## src/rtl/load_store_buffer.sv

```systemverilog
// In-order load/store buffer. Decode allocates entries at the tail. The LS
// reservation station fills in addresses and data by ROB tag. The head entry
// executes through a single-outstanding memory port. A store is only allowed
// to reach memory after the ROB has committed it.
module load_store_buffer #(
  parameter int DEPTH = 16,
  parameter int IDX_W = 4
) (
  input  logic        clk_in,
  input  logic        rst_in,
  input  logic        rdy_in,
  input  logic        _clear,
  input  logic        _alloc_valid,
  input  logic        _alloc_store,
  input  logic [2:0]  _alloc_funct3,
  input  logic [4:0]  _alloc_rob_id,
  output logic        _lsb_full,
  input  logic        _lsb_rs_ready,
  input  logic [4:0]  _lsb_rob_id,
  input  logic [31:0] _lsb_st_value,
  input  logic [31:0] _lsb_ptr_value,
  input  logic        _rob_commit,
  input  logic [4:0]  _rob_commit_id,
  output logic        _st_ready,
  output logic [4:0]  _st_rob_id,
  output logic        _mem_req,
  output logic        _mem_we,
  output logic [31:0] _mem_addr,
  output logic [1:0]  _mem_size,
  output logic [31:0] _mem_wdata,
  input  logic        _mem_done,
  input  logic [31:0] _mem_rdata,
  output logic        _cdb_ls_ready,
  output logic [4:0]  _cdb_ls_rob_id,
  output logic [31:0] _cdb_ls_value
);

  localparam int CW = IDX_W + 1;
  typedef logic [CW-1:0]    cnt_t;
  typedef logic [IDX_W-1:0] idx_t;

  typedef struct packed {
    logic        valid;
    logic        store;
    logic [2:0]  funct3;
    logic [4:0]  rob_id;
    logic [31:0] addr;
    logic [31:0] data;
    logic        addr_ok;
    logic        committed;
  } entry_t;

  typedef enum logic {IDLE, WAIT} state_t;

  entry_t ent [DEPTH];
  idx_t   head, tail;
  cnt_t   count, ncommit;
  state_t state;

  // Attributes of the op that currently owns the memory port.
  logic       cur_store;
  logic [2:0] cur_funct3;
  logic [4:0] cur_rob;
  // Set when a flush hits an in-flight load. Its completion then neither
  // pops nor broadcasts, because the flush already discarded the entry.
  logic       squashed;

  entry_t hd;
  logic   can_issue, done, pop, pop_store, do_alloc;
  logic   commit_hit, fill_store;

  // Sign- or zero-extend raw LSB-aligned load data by funct3.
  function automatic logic [31:0] load_ext(input logic [2:0] f3, input logic [31:0] d);
    case (f3)
      3'b000:  return {{24{d[7]}}, d[7:0]};
      3'b001:  return {{16{d[15]}}, d[15:0]};
      3'b100:  return {24'h0, d[7:0]};
      3'b101:  return {16'h0, d[15:0]};
      default: return d;
    endcase
  endfunction

  // Clear the store-data bits above the access size.
  function automatic logic [31:0] size_mask(input logic [1:0] sz, input logic [31:0] d);
    case (sz)
      2'd0:    return {24'h0, d[7:0]};
      2'd1:    return {16'h0, d[15:0]};
      default: return d;
    endcase
  endfunction

  assign _lsb_full = (count == cnt_t'(DEPTH));

  assign hd        = ent[head];
  assign can_issue = hd.valid && hd.addr_ok && (!hd.store || hd.committed);
  assign done      = (state == WAIT) && _mem_done;
  // A flushed load leaves nothing to pop, whether the flush came earlier or
  // arrives in the same cycle as the completion.
  assign pop       = done && (cur_store || !(squashed || _clear));
  assign pop_store = done && cur_store;
  assign do_alloc  = _alloc_valid && !_lsb_full && !_clear;

  // Tag match for commits and for store fills (which raise st_ready).
  always_comb begin
    commit_hit = 1'b0;
    fill_store = 1'b0;
    for (int i = 0; i < DEPTH; i++) begin
      if (_rob_commit && ent[i].valid && ent[i].store && !ent[i].committed &&
          ent[i].rob_id == _rob_commit_id)
        commit_hit = 1'b1;
      if (_lsb_rs_ready && ent[i].valid && ent[i].store &&
          ent[i].rob_id == _lsb_rob_id)
        fill_store = 1'b1;
    end
  end

  // Head/tail pointers and occupancy counters. A flush keeps only the
  // committed-store prefix at the head.
  always_ff @(posedge clk_in or negedge rst_in) begin
    if (!rst_in) begin
      head    <= '0;
      tail    <= '0;
      count   <= '0;
      ncommit <= '0;
    end else if (rdy_in) begin
      if (_clear) begin
        tail    <= head + ncommit[IDX_W-1:0];
        count   <= ncommit - cnt_t'(pop_store);
        ncommit <= ncommit - cnt_t'(pop_store);
      end else begin
        if (do_alloc) tail <= tail + idx_t'(1);
        count   <= count + cnt_t'(do_alloc) - cnt_t'(pop);
        ncommit <= ncommit + cnt_t'(commit_hit) - cnt_t'(pop_store);
      end
      if (pop) head <= head + idx_t'(1);
    end
  end

  // Per-entry state: allocate, fill, commit, flush and retire.
  always_ff @(posedge clk_in or negedge rst_in) begin
    if (!rst_in) begin
      for (int i = 0; i < DEPTH; i++) ent[i] <= '0;
    end else if (rdy_in) begin
      for (int i = 0; i < DEPTH; i++) begin
        if (_clear) begin
          if (!ent[i].committed) begin
            ent[i].valid   <= 1'b0;
            ent[i].addr_ok <= 1'b0;
          end
        end else begin
          if (_lsb_rs_ready && ent[i].valid && ent[i].rob_id == _lsb_rob_id) begin
            ent[i].addr    <= _lsb_ptr_value;
            ent[i].data    <= _lsb_st_value;
            ent[i].addr_ok <= 1'b1;
          end
          if (_rob_commit && ent[i].valid && ent[i].store &&
              ent[i].rob_id == _rob_commit_id)
            ent[i].committed <= 1'b1;
        end
        if (pop && head == idx_t'(i)) begin
          ent[i].valid     <= 1'b0;
          ent[i].addr_ok   <= 1'b0;
          ent[i].committed <= 1'b0;
        end
        if (do_alloc && tail == idx_t'(i)) begin
          ent[i].valid     <= 1'b1;
          ent[i].store     <= _alloc_store;
          ent[i].funct3    <= _alloc_funct3;
          ent[i].rob_id    <= _alloc_rob_id;
          ent[i].addr      <= '0;
          ent[i].data      <= '0;
          ent[i].addr_ok   <= 1'b0;
          ent[i].committed <= 1'b0;
        end
      end
    end
  end

  // One-cycle store-address-ready pulse toward the ROB.
  always_ff @(posedge clk_in or negedge rst_in) begin
    if (!rst_in) begin
      _st_ready  <= 1'b0;
      _st_rob_id <= '0;
    end else if (rdy_in) begin
      _st_ready <= 1'b0;
      if (!_clear && fill_store) begin
        _st_ready  <= 1'b1;
        _st_rob_id <= _lsb_rob_id;
      end
    end
  end

  // Memory port FSM with registered request and CDB outputs.
  always_ff @(posedge clk_in or negedge rst_in) begin
    if (!rst_in) begin
      state          <= IDLE;
      _mem_req       <= 1'b0;
      _mem_we        <= 1'b0;
      _mem_addr      <= '0;
      _mem_size      <= '0;
      _mem_wdata     <= '0;
      _cdb_ls_ready  <= 1'b0;
      _cdb_ls_rob_id <= '0;
      _cdb_ls_value  <= '0;
      cur_store      <= 1'b0;
      cur_funct3     <= '0;
      cur_rob        <= '0;
      squashed       <= 1'b0;
    end else if (rdy_in) begin
      _cdb_ls_ready <= 1'b0;
      case (state)
        IDLE: begin
          // Skip issue during a flush. The head may be the op being discarded.
          if (can_issue && !_clear) begin
            _mem_req   <= 1'b1;
            _mem_we    <= hd.store;
            _mem_addr  <= hd.addr;
            _mem_size  <= hd.funct3[1:0];
            _mem_wdata <= size_mask(hd.funct3[1:0], hd.data);
            cur_store  <= hd.store;
            cur_funct3 <= hd.funct3;
            cur_rob    <= hd.rob_id;
            squashed   <= 1'b0;
            state      <= WAIT;
          end
        end
        WAIT: begin
          if (_mem_done) begin
            _mem_req <= 1'b0;
            state    <= IDLE;
            squashed <= 1'b0;
            if (!cur_store && !squashed && !_clear) begin
              _cdb_ls_ready  <= 1'b1;
              _cdb_ls_rob_id <= cur_rob;
              _cdb_ls_value  <= load_ext(cur_funct3, _mem_rdata);
            end
          end else if (_clear && !cur_store) begin
            squashed <= 1'b1;
          end
        end
        default: state <= IDLE;
      endcase
    end
  end

endmodule

```

## config.mk

```make
export PLATFORM = sky130hd
export DESIGN_NAME = load_store_buffer
export DESIGN_NICKNAME = d
export VERILOG_FILES = /design/src/rtl/load_store_buffer.sv
export SDC_FILE = /design/constraint.sdc
export NUM_CORES = 2
export LEC_CHECK = 0
export ABC_AREA = 1
export ABC_CLOCK_PERIOD_IN_PS = 8400
export BUFFER_PORTS_ARGS = -buffer_cell sky130_fd_sc_hd__clkbuf_2
export CORE_MARGIN = 5
export CORE_UTILIZATION = 35
export CTS_BUF_LIST = sky130_fd_sc_hd__clkbuf_16
export DETAILED_ROUTE_END_ITERATION = 12
export SLEW_MARGIN = 25
export SYNTH_ARGS = -nofsm -noshare
export SYNTH_HDL_FRONTEND = slang
export SYNTH_SLANG_ARGS = --single-unit
```

## constraint.sdc

```tcl
create_clock -name clk_in -period 8.4 [get_ports clk_in]
set_input_delay 0 -clock clk_in [delete_from_list [all_inputs] [get_ports clk_in]]
set_output_delay 0 -clock clk_in [all_outputs]
set_load 0.1 [all_outputs]
```

==> results_dict.tcl <==
set metrics [dict create \
    status "finished clean" \
    htreeDepth 4 \
    final.setup_skew_ns 0.0389 \
    netlist_instances 7967 \
    rows 158 \
    worstPathCellList "inv_8, buf_12, o211ai_1, nand2_1, nand2_1, nand2_1, nor2_1, nand2_1, nand3_1, clkinv_2, buf_4, nand3_1, nand2_1" \
    power_density_mw_per_mm2 240 \
    reg2reg_slack_ns 3.90 \
    path_class "reg2reg" \
    yosysSeqAreaShare 0.520 \
    min-delay-start "_mem_rdata[8]" \
    synth.area.top_cells "dfrtp_1 52%, nand2_1 12%, o21ai_0 8.9%, o31ai_1 4.4%, nor2_1 3.0%" \
    required_ns 9.12 \
    drc_errors 0 \
    drt-initial-drc-count 6774 \
    path_max_fanout 189 \
    grt_pass1_wl_um 385000 \
    synth-seq-cells 1354 \
    syn2layout_area_growth_pct 13.5 \
    seqPwrFrac 0.468 \
    critPathSlowestCell "inv_8" \
    combPwrFrac 0.178 \
    maxSlewViolCount 0 \
    critical_path.max_stage_delay_ns 0.75 \
    die_height_um 442 \
    synth_top_area_share 0.520 \
    intPower_uw 12300 \
    period_minus_slack_ns 4.50 \
    cts_tree "built" \
    hold_end "_cdb_ls_value[8]" \
    max-cap-violations 0 \
    syn_area_per_cell_um2 8.18 \
    die_w_um 442 \
    post_cts_buffers 0 \
    cts_buffers 149 \
    synth_cell_type_count 49 \
    crit_path_start_kind "register" \
    ios 236 \
    tightest_slew_ns 1.33 \
    port_buffers 235 \
    gp_congestion 0.900 \
    clkTransAtPathRegs_ns 0.06 \
    firstDrtPassIters 8 \
    crit_family "buffers and inverters" \
    finalSetupViolations 0 \
    grt_max_degree 230 \
    hold_depth 4 \
    p_sw_frac 0.310 \
    drt_wl_total_um 259000 \
    clock-root-buffer "clkbuf_16" \
    leakagePower_uw 0.0348 \
    avgRoutedWirePerCell_um 24.5 \
    setup_tns_ns 0 \
    antenna_found_initial 25 \
    insertion_delay_ns 0.82 \
    grt.overflow.total 0 \
    pre_cts_ws_ns 3.86 \
    synth_warnings 0 \
    fin_ws_ns 3.90 \
    clock_path_buffers 3 \
    grtUsageTotal 0.259 \
    ant_nets 0 \
    dieArea_mm2 0.195 \
    via_per_inst 5.73 \
    p_switching_uw 5510 \
    yosysTopAreaCell "dfrtp_1" \
    r2r-end "_mem_addr[24]" \
    ir_worst_vdd_mv 0.205 \
    regToRegStartpoint "head[1]" \
    rsz0062_at_grt "false" \
    slew_headroom 0.116 \
    start_util 0.352 \
    crit_path_end_kind "register" \
    final_nets 8110 \
    syn-num-nets 8119 \
    core_area_mm2 0.185 \
    crit_top_cell "nand2_1" \
    hold_violations 0 \
    cts_sinks 1354 \
    grt_pass1_vias 58273 \
    hp-class "in2reg" \
    power_frac_clock 0.354 \
    crit_buf_inv 4 \
    rr_worst_depth 13 \
    fmax_mhz 222 \
    syn_area_mm2 0.0652 \
    hpwl_um 141000 \
    via_count 60567 \
    holdWs_ns 0.0898 \
    post-route-period-util 0.535 \
    drive_gt1_frac 0.0756 \
    critPathArrivalTime_ns 5.21 \
]
[per-layer routing]
layer,vias to the layer above,global-route usage,part of all wire
met5,-,0,0.00027
met4,10,0.118,0.045
met3,691,0.0601,0.10
met2,3304,0.406,0.45
met1,29754,0.342,0.40
li1,26808,-,-
[placed cells by master, fill, tap and decap left out, drive strengths merged, types with 10 or more instances in the layout]
cell type,count
dfrtp,1354
nor3,14
or2,12
o211ai,19
nor4,10
clkbuf,387
nand3,279
a21oi,335
clkinv,85
a31oi,11
diode,18
o21ai,1206
buf,108
inv,485
a22o,132
nand4,112
ha,26
xor2,28
nor2,523
o31ai,379
dlygate4sd3,166
nand2,2120
o22ai,227
[metrics by stage]
stage / total power [uW] / instances / cell area [um2] / util
after floorplan: 10400 / 7967 / 65200 / -
after global placement: 11400 / 10118 / 67700 / 0.365
after detailed placement: 11500 / 10118 / 67700 / 0.365
after CTS: 17800 / 10549 / 73900 / 0.399
after global routing: 18700 / 10558 / 74000 / 0.399
final: 17800 / 10569 / 74000 / 0.399
[how the worst max path moves through the flow]
stage | startpoint | endpoint | cells after the start
2_1_floorplan | cur_store | count[4] | 13
3_5_place_dp | head[1] | _mem_addr[23] | 11
6_report | head[1] | _mem_addr[24] | 13
5_1_grt | head[1] | _mem_addr[14] | 11
4_1_cts | head[1] | _mem_addr[23] | 11
3_3_place_gp | head[1] | _mem_addr[13] | 13
[cell usage after synthesis, drive strengths merged]
library cell and number:
a21oi 335, a22oi 5, o21ai 1206, o22ai 227, nor3b 6, clkinv 24
ha 26, a221oi 4, nor4b 3, a21boi 4, nand4 112, inv 445
clkbuf 382, a21o 2, xnor2 2, dfrtp 1354, fa 3, o21a 5
nor4 10, and2 4, or2 12, buf 286, a22o 132, nor2 523
nand3b 2, xor2 28, nand2 2120, nor3 14, o31ai 379, o2bb2ai 1
nand3 279, a31oi 11, o221ai 2, o211ai 19
[power by group through the flow]
| stage | Sequential, uW | Combinational, uW | Clock (uW) |
|---|---|---|---|
| floorplan | 8240 | 2130 | 0 |
| global placement | 8380 | 2970 | 0 |
| detailed placement | 8410 | 3050 | 0 |
| CTS | 8300 | 3130 | 6380 |
| global route | 8430 | 3610 | 6650 |
| finish | 8320 | 3170 | 6310 |
[tightest hold or removal path: cells and delay by family]
family	cells	cell delay, ns
buffers and inverters	2	0.68
AOI/OAI and AO/OA	2	0.16
[cell families (layout without fill, tap and decap cells)]
| group | Yosys count | after routing | synth area share |
|---|---|---|---|
| buf+inv | 1137 | 1241 | 0.0723 |
| simple gates | 3085 | 3085 | 0.190 |
| flops | 1354 | 1354 | 0.520 |
| fa+ha+maj | 29 | 29 | 0.00591 |
| compound gates | 2332 | 2332 | 0.208 |
| other cells | 0 | 18 | 0 |
| xor+xnor | 30 | 30 | 0.00403 |
[sequential cells by signal, indices dropped and copies added, names as in the netlist, 2 cells and up]
signal and cells:
_cdb_ls_rob_id 5, _cdb_ls_value 32, _mem_addr 32, _mem_wdata 32, _st_rob_id 5, count 5, cur_funct3 2, cur_rob 5
ent 1216, head 4, ncommit 5, tail 4
[final cells by class]
cell class	instances	area [um2]
fillers	18756	111000
flip-flops and latches	1354	33900
multi-input cells	5476	26800
clock buffers	153	3830
repair buffers	508	3820
well taps	2480	3100
inverters	469	1780
clock inverters	111	727
diodes	18	45.0
[timing repair]
| action | in CTS | in global routing |
|---|---|---|
| gates resized for setup | 0 | 0 |
| setup endpoints to repair | 0 | 0 |
| hold buffers | 167 | 0 |
| hold endpoints to repair | 1766 | 0 |
No activity file was read; power rests on OpenSTA's default activity.
